==> src/rtl/wb_slave_mux_n.sv <==
// Wishbone master-to-N-slave address decoder and mux, one transaction in flight at a time.
// Unmapped or timed-out accesses return err and are logged in o_err_addr / o_err_count.
module wb_slave_mux_n #(
  parameter int                     N_SLAVES   = 4,
  parameter int                     DATA_W     = 32,
  parameter logic [N_SLAVES*32-1:0] SLAVE_BASE = {32'h8000_0000, 32'h4000_0000, 32'h0100_0000, 32'h0000_0000},
  parameter logic [N_SLAVES*32-1:0] SLAVE_MASK = {32'hFFFF_0000, 32'hFF00_0000, 32'hFF00_0000, 32'hFF00_0000},
  parameter int                     TIMEOUT    = 255
) (
  input  logic                       i_clk,
  input  logic                       i_rst,
  input  logic                       i_wb_cyc,
  input  logic                       i_wb_stb,
  input  logic                       i_wb_we,
  input  logic [31:0]                i_wb_addr,
  input  logic [DATA_W-1:0]          i_wb_data,
  input  logic [DATA_W/8-1:0]        i_wb_sel,
  output logic                       o_wb_stall,
  output logic                       o_wb_ack,
  output logic                       o_wb_err,
  output logic [DATA_W-1:0]          o_wb_data,
  output logic [N_SLAVES-1:0]        o_wbs_cyc,
  output logic [N_SLAVES-1:0]        o_wbs_stb,
  output logic                       o_wbs_we,
  output logic [31:0]                o_wbs_addr,
  output logic [DATA_W-1:0]          o_wbs_data,
  output logic [DATA_W/8-1:0]        o_wbs_sel,
  input  logic [N_SLAVES-1:0]        i_wbs_stall,
  input  logic [N_SLAVES-1:0]        i_wbs_ack,
  input  logic [N_SLAVES*DATA_W-1:0] i_wbs_data,
  output logic [31:0]                o_err_addr,
  output logic [7:0]                 o_err_count
);

  localparam int SEL_W = DATA_W / 8;
  localparam int IDX_W = (N_SLAVES > 1) ? $clog2(N_SLAVES) : 1;

  typedef enum logic [2:0] {
    S_IDLE,
    S_REQ,
    S_WAIT,
    S_RESP,
    S_ERR
  } state_t;

  state_t state, state_next;

  logic [31:0]         lat_addr;
  logic [DATA_W-1:0]   lat_data;
  logic                lat_we;
  logic [SEL_W-1:0]    lat_sel;
  logic [IDX_W-1:0]    lat_idx;

  logic                dec_hit;
  logic [IDX_W-1:0]    dec_idx;
  logic [IDX_W-1:0]    cyc_idx;

  logic                sel_stall;
  logic                sel_ack;
  logic [DATA_W-1:0]   sel_rdata;

  logic [15:0]         tmo_cnt;
  logic [15:0]         tmo_inc;
  logic                tmo_hit;

  logic [N_SLAVES-1:0] cyc_next, stb_next;
  logic [N_SLAVES-1:0] cyc_q, stb_q;
  logic                ack_q, err_q;
  logic [DATA_W-1:0]   rdata_q;
  logic [31:0]         err_addr_q;
  logic [7:0]          err_cnt_q;

  // Scan from the top down so the lowest matching slot is the one left standing.
  always_comb begin
    dec_hit = 1'b0;
    dec_idx = '0;
    for (int k = N_SLAVES - 1; k >= 0; k--) begin
      if ((i_wb_addr & SLAVE_MASK[32*k +: 32]) == SLAVE_BASE[32*k +: 32]) begin
        dec_hit = 1'b1;
        dec_idx = IDX_W'(k);
      end
    end
  end

  assign sel_stall = i_wbs_stall[lat_idx];
  assign sel_ack   = i_wbs_ack[lat_idx];
  assign sel_rdata = i_wbs_data[lat_idx*DATA_W +: DATA_W];

  // Incremented value is compared so exactly TIMEOUT cycles are spent in REQ/WAIT.
  assign tmo_inc = tmo_cnt + 16'd1;
  assign tmo_hit = (tmo_inc == 16'(TIMEOUT));

  // The latched index is not yet valid on the accept cycle.
  assign cyc_idx = (state == S_IDLE) ? dec_idx : lat_idx;

  always_comb begin
    state_next = state;
    case (state)
      S_IDLE: begin
        if (i_wb_cyc && i_wb_stb) begin
          state_next = dec_hit ? S_REQ : S_ERR;
        end
      end
      S_REQ: begin
        if (!i_wb_cyc) begin
          state_next = S_IDLE;
        end else if (!sel_stall && sel_ack) begin
          state_next = S_RESP;
        end else if (tmo_hit) begin
          state_next = S_ERR;
        end else if (!sel_stall) begin
          state_next = S_WAIT;
        end
      end
      S_WAIT: begin
        if (!i_wb_cyc) begin
          state_next = S_IDLE;
        end else if (sel_ack) begin
          state_next = S_RESP;
        end else if (tmo_hit) begin
          state_next = S_ERR;
        end
      end
      S_RESP:  state_next = S_IDLE;
      S_ERR:   state_next = S_IDLE;
      default: state_next = S_IDLE;
    endcase

    cyc_next = '0;
    stb_next = '0;
    if (state_next == S_REQ || state_next == S_WAIT) begin
      cyc_next[cyc_idx] = 1'b1;
    end
    if (state_next == S_REQ) begin
      stb_next[cyc_idx] = 1'b1;
    end
  end

  always_ff @(posedge i_clk) begin
    if (i_rst) begin
      state      <= S_IDLE;
      cyc_q      <= '0;
      stb_q      <= '0;
      ack_q      <= 1'b0;
      err_q      <= 1'b0;
      rdata_q    <= '0;
      err_addr_q <= '0;
      err_cnt_q  <= '0;
      tmo_cnt    <= '0;
      lat_addr   <= '0;
      lat_data   <= '0;
      lat_we     <= 1'b0;
      lat_sel    <= '0;
      lat_idx    <= '0;
    end else begin
      state   <= state_next;
      cyc_q   <= cyc_next;
      stb_q   <= stb_next;
      ack_q   <= (state_next == S_RESP);
      rdata_q <= (state_next == S_RESP && !lat_we) ? sel_rdata : '0;
      err_q   <= (state == S_ERR);

      if (state == S_IDLE) begin
        tmo_cnt <= '0;
      end else if (state == S_REQ || state == S_WAIT) begin
        tmo_cnt <= tmo_inc;
      end

      if (state == S_IDLE && i_wb_cyc && i_wb_stb) begin
        lat_addr <= i_wb_addr;
        lat_data <= i_wb_data;
        lat_we   <= i_wb_we;
        lat_sel  <= i_wb_sel;
        lat_idx  <= dec_idx;
      end

      if (state == S_ERR) begin
        err_addr_q <= lat_addr;
        if (err_cnt_q != 8'hFF) begin
          err_cnt_q <= err_cnt_q + 8'd1;
        end
      end
    end
  end

  assign o_wb_stall  = (state != S_IDLE);
  assign o_wb_ack    = ack_q;
  assign o_wb_err    = err_q;
  assign o_wb_data   = rdata_q;
  assign o_wbs_cyc   = cyc_q;
  assign o_wbs_stb   = stb_q;
  assign o_wbs_we    = lat_we;
  assign o_wbs_addr  = lat_addr;
  assign o_wbs_data  = lat_data;
  assign o_wbs_sel   = lat_sel;
  assign o_err_addr  = err_addr_q;
  assign o_err_count = err_cnt_q;

  a_one_slave: assert property (@(posedge i_clk) disable iff (i_rst) $onehot0(o_wbs_cyc));
  a_ack_xor_err: assert property (@(posedge i_clk) disable iff (i_rst) !(o_wb_ack && o_wb_err));

endmodule

==> config.mk <==
export PLATFORM = sky130hd
export DESIGN_NAME = wb_slave_mux_n
export DESIGN_NICKNAME = d
export VERILOG_FILES = /design/src/rtl/wb_slave_mux_n.sv
export SDC_FILE = /design/constraint.sdc
export NUM_CORES = 1
export LEC_CHECK = 0
export ABC_AREA = 1
export CORE_MARGIN = 2
export CORE_UTILIZATION = 30
export DETAILED_ROUTE_END_ITERATION = 12
export SLEW_MARGIN = 30
export SYNTH_ARGS = -nofsm -noshare
export SYNTH_HDL_FRONTEND = slang
export SYNTH_SLANG_ARGS = --single-unit
==> constraint.sdc <==
create_clock -name i_clk -period 2.7 [get_ports i_clk]
set_clock_uncertainty 0.05 [all_clocks]
set_input_delay 0.54 -clock i_clk [delete_from_list [all_inputs] [get_ports i_clk]]
set_output_delay 0.54 -clock i_clk [all_outputs]
set_load 0.01 [all_outputs]
==> run summary <==
The post-synthesis instance total is 1030, and the antenna diode count is 0. At the end of the flow the core is filled with cells to 49.6%. The largest individual stage delay along the critical path comes from the cell dfxtp_2. The clock period could shrink to 2440 ps. Using the TritonRoute via totals, the vias-per-cell ratio works out to 4.75.

The logs give 172 for the sink count of the clock tree and 410 MHz for the highest clock frequency the design can meet. From synthesis to final layout, the design area changed by 61.3%. Combinational logic burns 16.8% of the power. The core area is 24500 sq um, and the reported net switching power is 1.74 mW. The count of nets left with antenna violations once routing finished came out at 0. The remaining global-route overflow was 0; the source-to-sink clock delay at the later pin of the worst-skew pair was 430 ps. Across every metal layer, demand over resource in global routing totals 19.9%. The synthesized area per cell was 7.30 sq um; the depth of the CTS H-tree was 4. The portion of synthesized cell area occupied by the leading cell type came out at 45.8%. The effective utilization at floorplan is 30.7%, and the detail-routed net length per standard cell is 15.7 um.

The number of different library cells used by synthesis comes to 35. Per report_power, the sequential group accounts for 42.9% of the total. The number of standard cells in the final layout excluding fillers is 1707, and the ratio of total power to cell area is 521 nW/um^2.

For the global placer's final weighted congestion, the log shows 0.860. Of all cell types, the one taking the most synthesized area is dfxtp_1. Detailed placement finished with a half-perimeter wire length of 20000 um. The tools report the post-detailed-route DRC marker count as 0.

The run gives 40.4% as the clock share of power. The final route contains 8109 vias. The max-cap check violation count is 0. The final layout contains 1582 nets. The combined area of all synthesized cells came out at 7520 sq um. On the worst path, the slowest cell contributes a delay of 380 ps. The Yosys step of the flow raised 0 warnings.

Grouping stages by cell kind, the critical path spends the most delay in simple AND/OR/NAND/NOR gates. Internal power of the cells: 4.59 mW. The total wirelength of the detailed-routed design was 26900 um.

Setup repair after global routing left no endpoint under its margin. The final clock period utilization by the worst path was 90.3%. For the pin with the worst max-slew slack, the measured transition is 673 ps.

The number of placed instances, taps included, is 1673. The detailed router's first-iteration violation count is 445, and the max-slew violation count is 0. The tools report the count of standard-cell rows as 57.

For the setup violation total in the final timing report, the log shows 0. TritonCTS built the clock tree. Along the worst path, the maximum fanout reaches 25.

The first global-routing pass estimated 41500 um of wire. In this run, CTS created clock tree buffers numbering 17. Synthesis produced a netlist with a net count of 1242. For the overall power after layout, the log shows 6.33 mW. The path class of the tightest hold or removal check is flop to flop. The root buffer cell chosen for the clock tree is clkbuf_16. The initial antenna violation count came out at 0. Together, buffers and inverters on the worst path number 2. From left edge to right edge, the die measures 162 um.

Most used cell along the critical path: nand2_1. Summing all placed instances gives a cell area of 11500 sq um. At the worst endpoint, the required time is 2970 ps. Buffers inserted to repair hold after CTS numbered 0.

361 I/O pins were placed. The deepest clock path buffer count is 2, and the overall die height is 162 um. For the leakage power total, the log shows 4.88 nW. Walking the worst path, the cells encountered are ha_1 > nand3_1 > nor2_4 > buf_4 > nand4_1 > nand2_1 > nand3_1 > nor2_1 > nand3_1 > nand2_1 > nand2_1 > nand2_1 > nand2_2 > nand2_2 > nor2_4 > nand2_4 > buf_12 > nor2_1. The clock-pin slew on the worst setup and hold paths was 80 ps. The flow ran to the end, and the final reports show no timing, DRC or antenna violations. The critical path class was flop to flop. The logs give 55.2% for the max-slew headroom at the worst pin and 2710 ps for the critical path data arrival time. By area the synthesized netlist is led by dfxtp_1 (46%), nand2_1 (9.7%), o21ai_0 (8.0%), a21oi_1 (7.5%), nor2_1 (6.1%). The synthesized design contains 172 register bits. The fraction of layout instances using a drive strength above 1 works out to 8.10%.

The count of port buffers added during placement is 360, and the largest net degree at the start of global routing is 70. The proportion of total power due to net switching was 27.4%; the final design instance area without fill was 12100 sq um. The worst setup path is launched from a flop.

Setup TNS: 0 ps. The pre-antenna-repair detailed-routing pass consisted of 5 iterations. The worst setup path is captured at a flop. After synthesis, flip-flops and latches occupy 45.8% of the total area. The run gives 0 as the count of endpoints failing hold in the final timing report. The run gives 26300 sq um as the area enclosed by the die boundary.

The number of global-route vias before repair was 7848. The worst supply voltage drop on vdd is 0.418 mV.
-- stage by stage --
step | setup slack [ps] | hold slack [ps]
3_5_place_dp | -18.3 | 410
6_report | 261 | 420
3_3_place_gp | 36.3 | 406
2_1_floorplan | 627 | 409
4_1_cts | 170 | 421
5_1_grt | 16.3 | 437
-- state kept, by name, indices dropped and copies added (netlist names) --
register     cells
o_err_addr      32
o_wb_data       32
o_wbs_addr      32
o_wbs_data      32
tmo_cnt         16
o_err_count      8
o_wbs_cyc        4
o_wbs_sel        4
o_wbs_stb        4
state            3
lat_idx          2
o_wb_ack         1
o_wb_err         1
o_wbs_we         1
-- power groups by stage --
stage / Clock, mW / Combinational, mW / Sequential [mW]
final: 2.55 / 1.06 / 2.71
after global routing: 2.73 / 1.16 / 2.73
after CTS: 2.62 / 1.08 / 2.71
after detailed placement: 0 / 1.07 / 2.77
after global placement: 0 / 1.07 / 2.77
after floorplan: 0 / 0.354 / 2.81
-- cells by family (layout without fill, tap and decap cells) --
group,Yosys count,count (layout),synth area share [%]
simple gates,412,412,23.7
fa+ha+maj,3,3,0.499
compound gates,285,285,21.8
buf+inv,158,511,8.19
flops,172,172,45.8
-- cells in the mapped netlist --
cell / number
inv_2: 3
and2_4: 1
nand3b_1: 3
nor2_4: 3
or2_2: 2
or2_1: 1
nor3_1: 7
o21ai_0: 120
o21ai_1: 1
dfxtp_1: 172
ha_1: 3
a21oi_1: 113
nor2_1: 122
nand3_1: 26
nand4_1: 11
nor2_2: 31
a31oi_1: 1
o21bai_1: 2
clkinv_1: 2
nor3_4: 1
nand2_2: 5
buf_6: 3
o211ai_1: 12
o21a_1: 1
clkbuf_1: 53
a32o_1: 33
a32oi_1: 1
and2_1: 1
buf_1: 5
nor4_1: 2
nand2_4: 1
inv_1: 92
a21oi_2: 1
nand2_1: 194
nand3_2: 1
-- cell usage in the layout (no fill, tap or decap), types with 2 or more instances in the layout --
| cell | Yosys | final |
|---|---|---|
| nand2_2 | 5 | 5 |
| nor4_1 | 2 | 2 |
| o21ai_0 | 120 | 120 |
| nor3_1 | 7 | 7 |
| inv_2 | 3 | 7 |
| clkinv_8 | 0 | 4 |
| nor2_2 | 31 | 31 |
| or2_2 | 2 | 2 |
| inv_6 | 0 | 2 |
| inv_8 | 0 | 5 |
| nand3b_1 | 3 | 3 |
| clkinv_4 | 0 | 3 |
| clkdlybuf4s50_1 | 0 | 360 |
| a21oi_1 | 113 | 113 |
| o21bai_1 | 2 | 2 |
| clkbuf_16 | 0 | 17 |
| nand3_1 | 26 | 26 |
| a32o_1 | 33 | 33 |
| dfxtp_2 | 0 | 3 |
| inv_1 | 92 | 90 |
| ha_1 | 3 | 3 |
| o211ai_1 | 12 | 12 |
| nor2_4 | 3 | 5 |
| nor2_1 | 122 | 120 |
| nand4_1 | 11 | 11 |
| buf_4 | 0 | 18 |
| dfxtp_1 | 172 | 169 |
| buf_12 | 0 | 4 |
| nand2_1 | 194 | 194 |
-- tightest hold or removal path: cells and delay by family (launching register included) --
family                 cells  cell delay (ps)
buffers and inverters      1               60
DFF                        1              310
AOI/OAI and AO/OA          1               50
-- area by class of cell --
| type | count | area (sq um) |
|---|---|---|
| Sequential cell | 172 | 3450 |
| Tap cell | 324 | 405 |
| Fill cell | 2404 | 12300 |
| Multi-Input combinational cell | 700 | 3480 |
| Clock buffer | 17 | 425 |
| Inverter | 97 | 364 |
| Timing Repair Buffer | 382 | 3820 |
| Clock inverter | 15 | 195 |
-- routing by layer --
metal  part of all wire (%)  vias to the layer above  track usage, %
met3                     10                       21            7.97
met5                      0                        -               0
met4                    1.7                        0            6.19
met2                     48                      297            34.5
li1                       -                     4094               -
met1                     40                     3697            22.4
-- worst paths after layout --
path / depth (start not counted) / slack (ps) / from / end
min reg2reg: 2 / 420 / o_wbs_addr[27] / o_err_addr[27]
min: 2 / 420 / o_wbs_addr[27] / o_err_addr[27]
max: 18 / 260 / tmo_cnt[0] / o_wb_data[14]
max reg2reg: 18 / 260 / tmo_cnt[0] / o_wb_data[14]
-- timing repair --
action	CTS	global route
endpoints found under the setup margin	0	38
setup buffers	0	2
resized for setup	0	5
(Power assumes the default switching activity.)
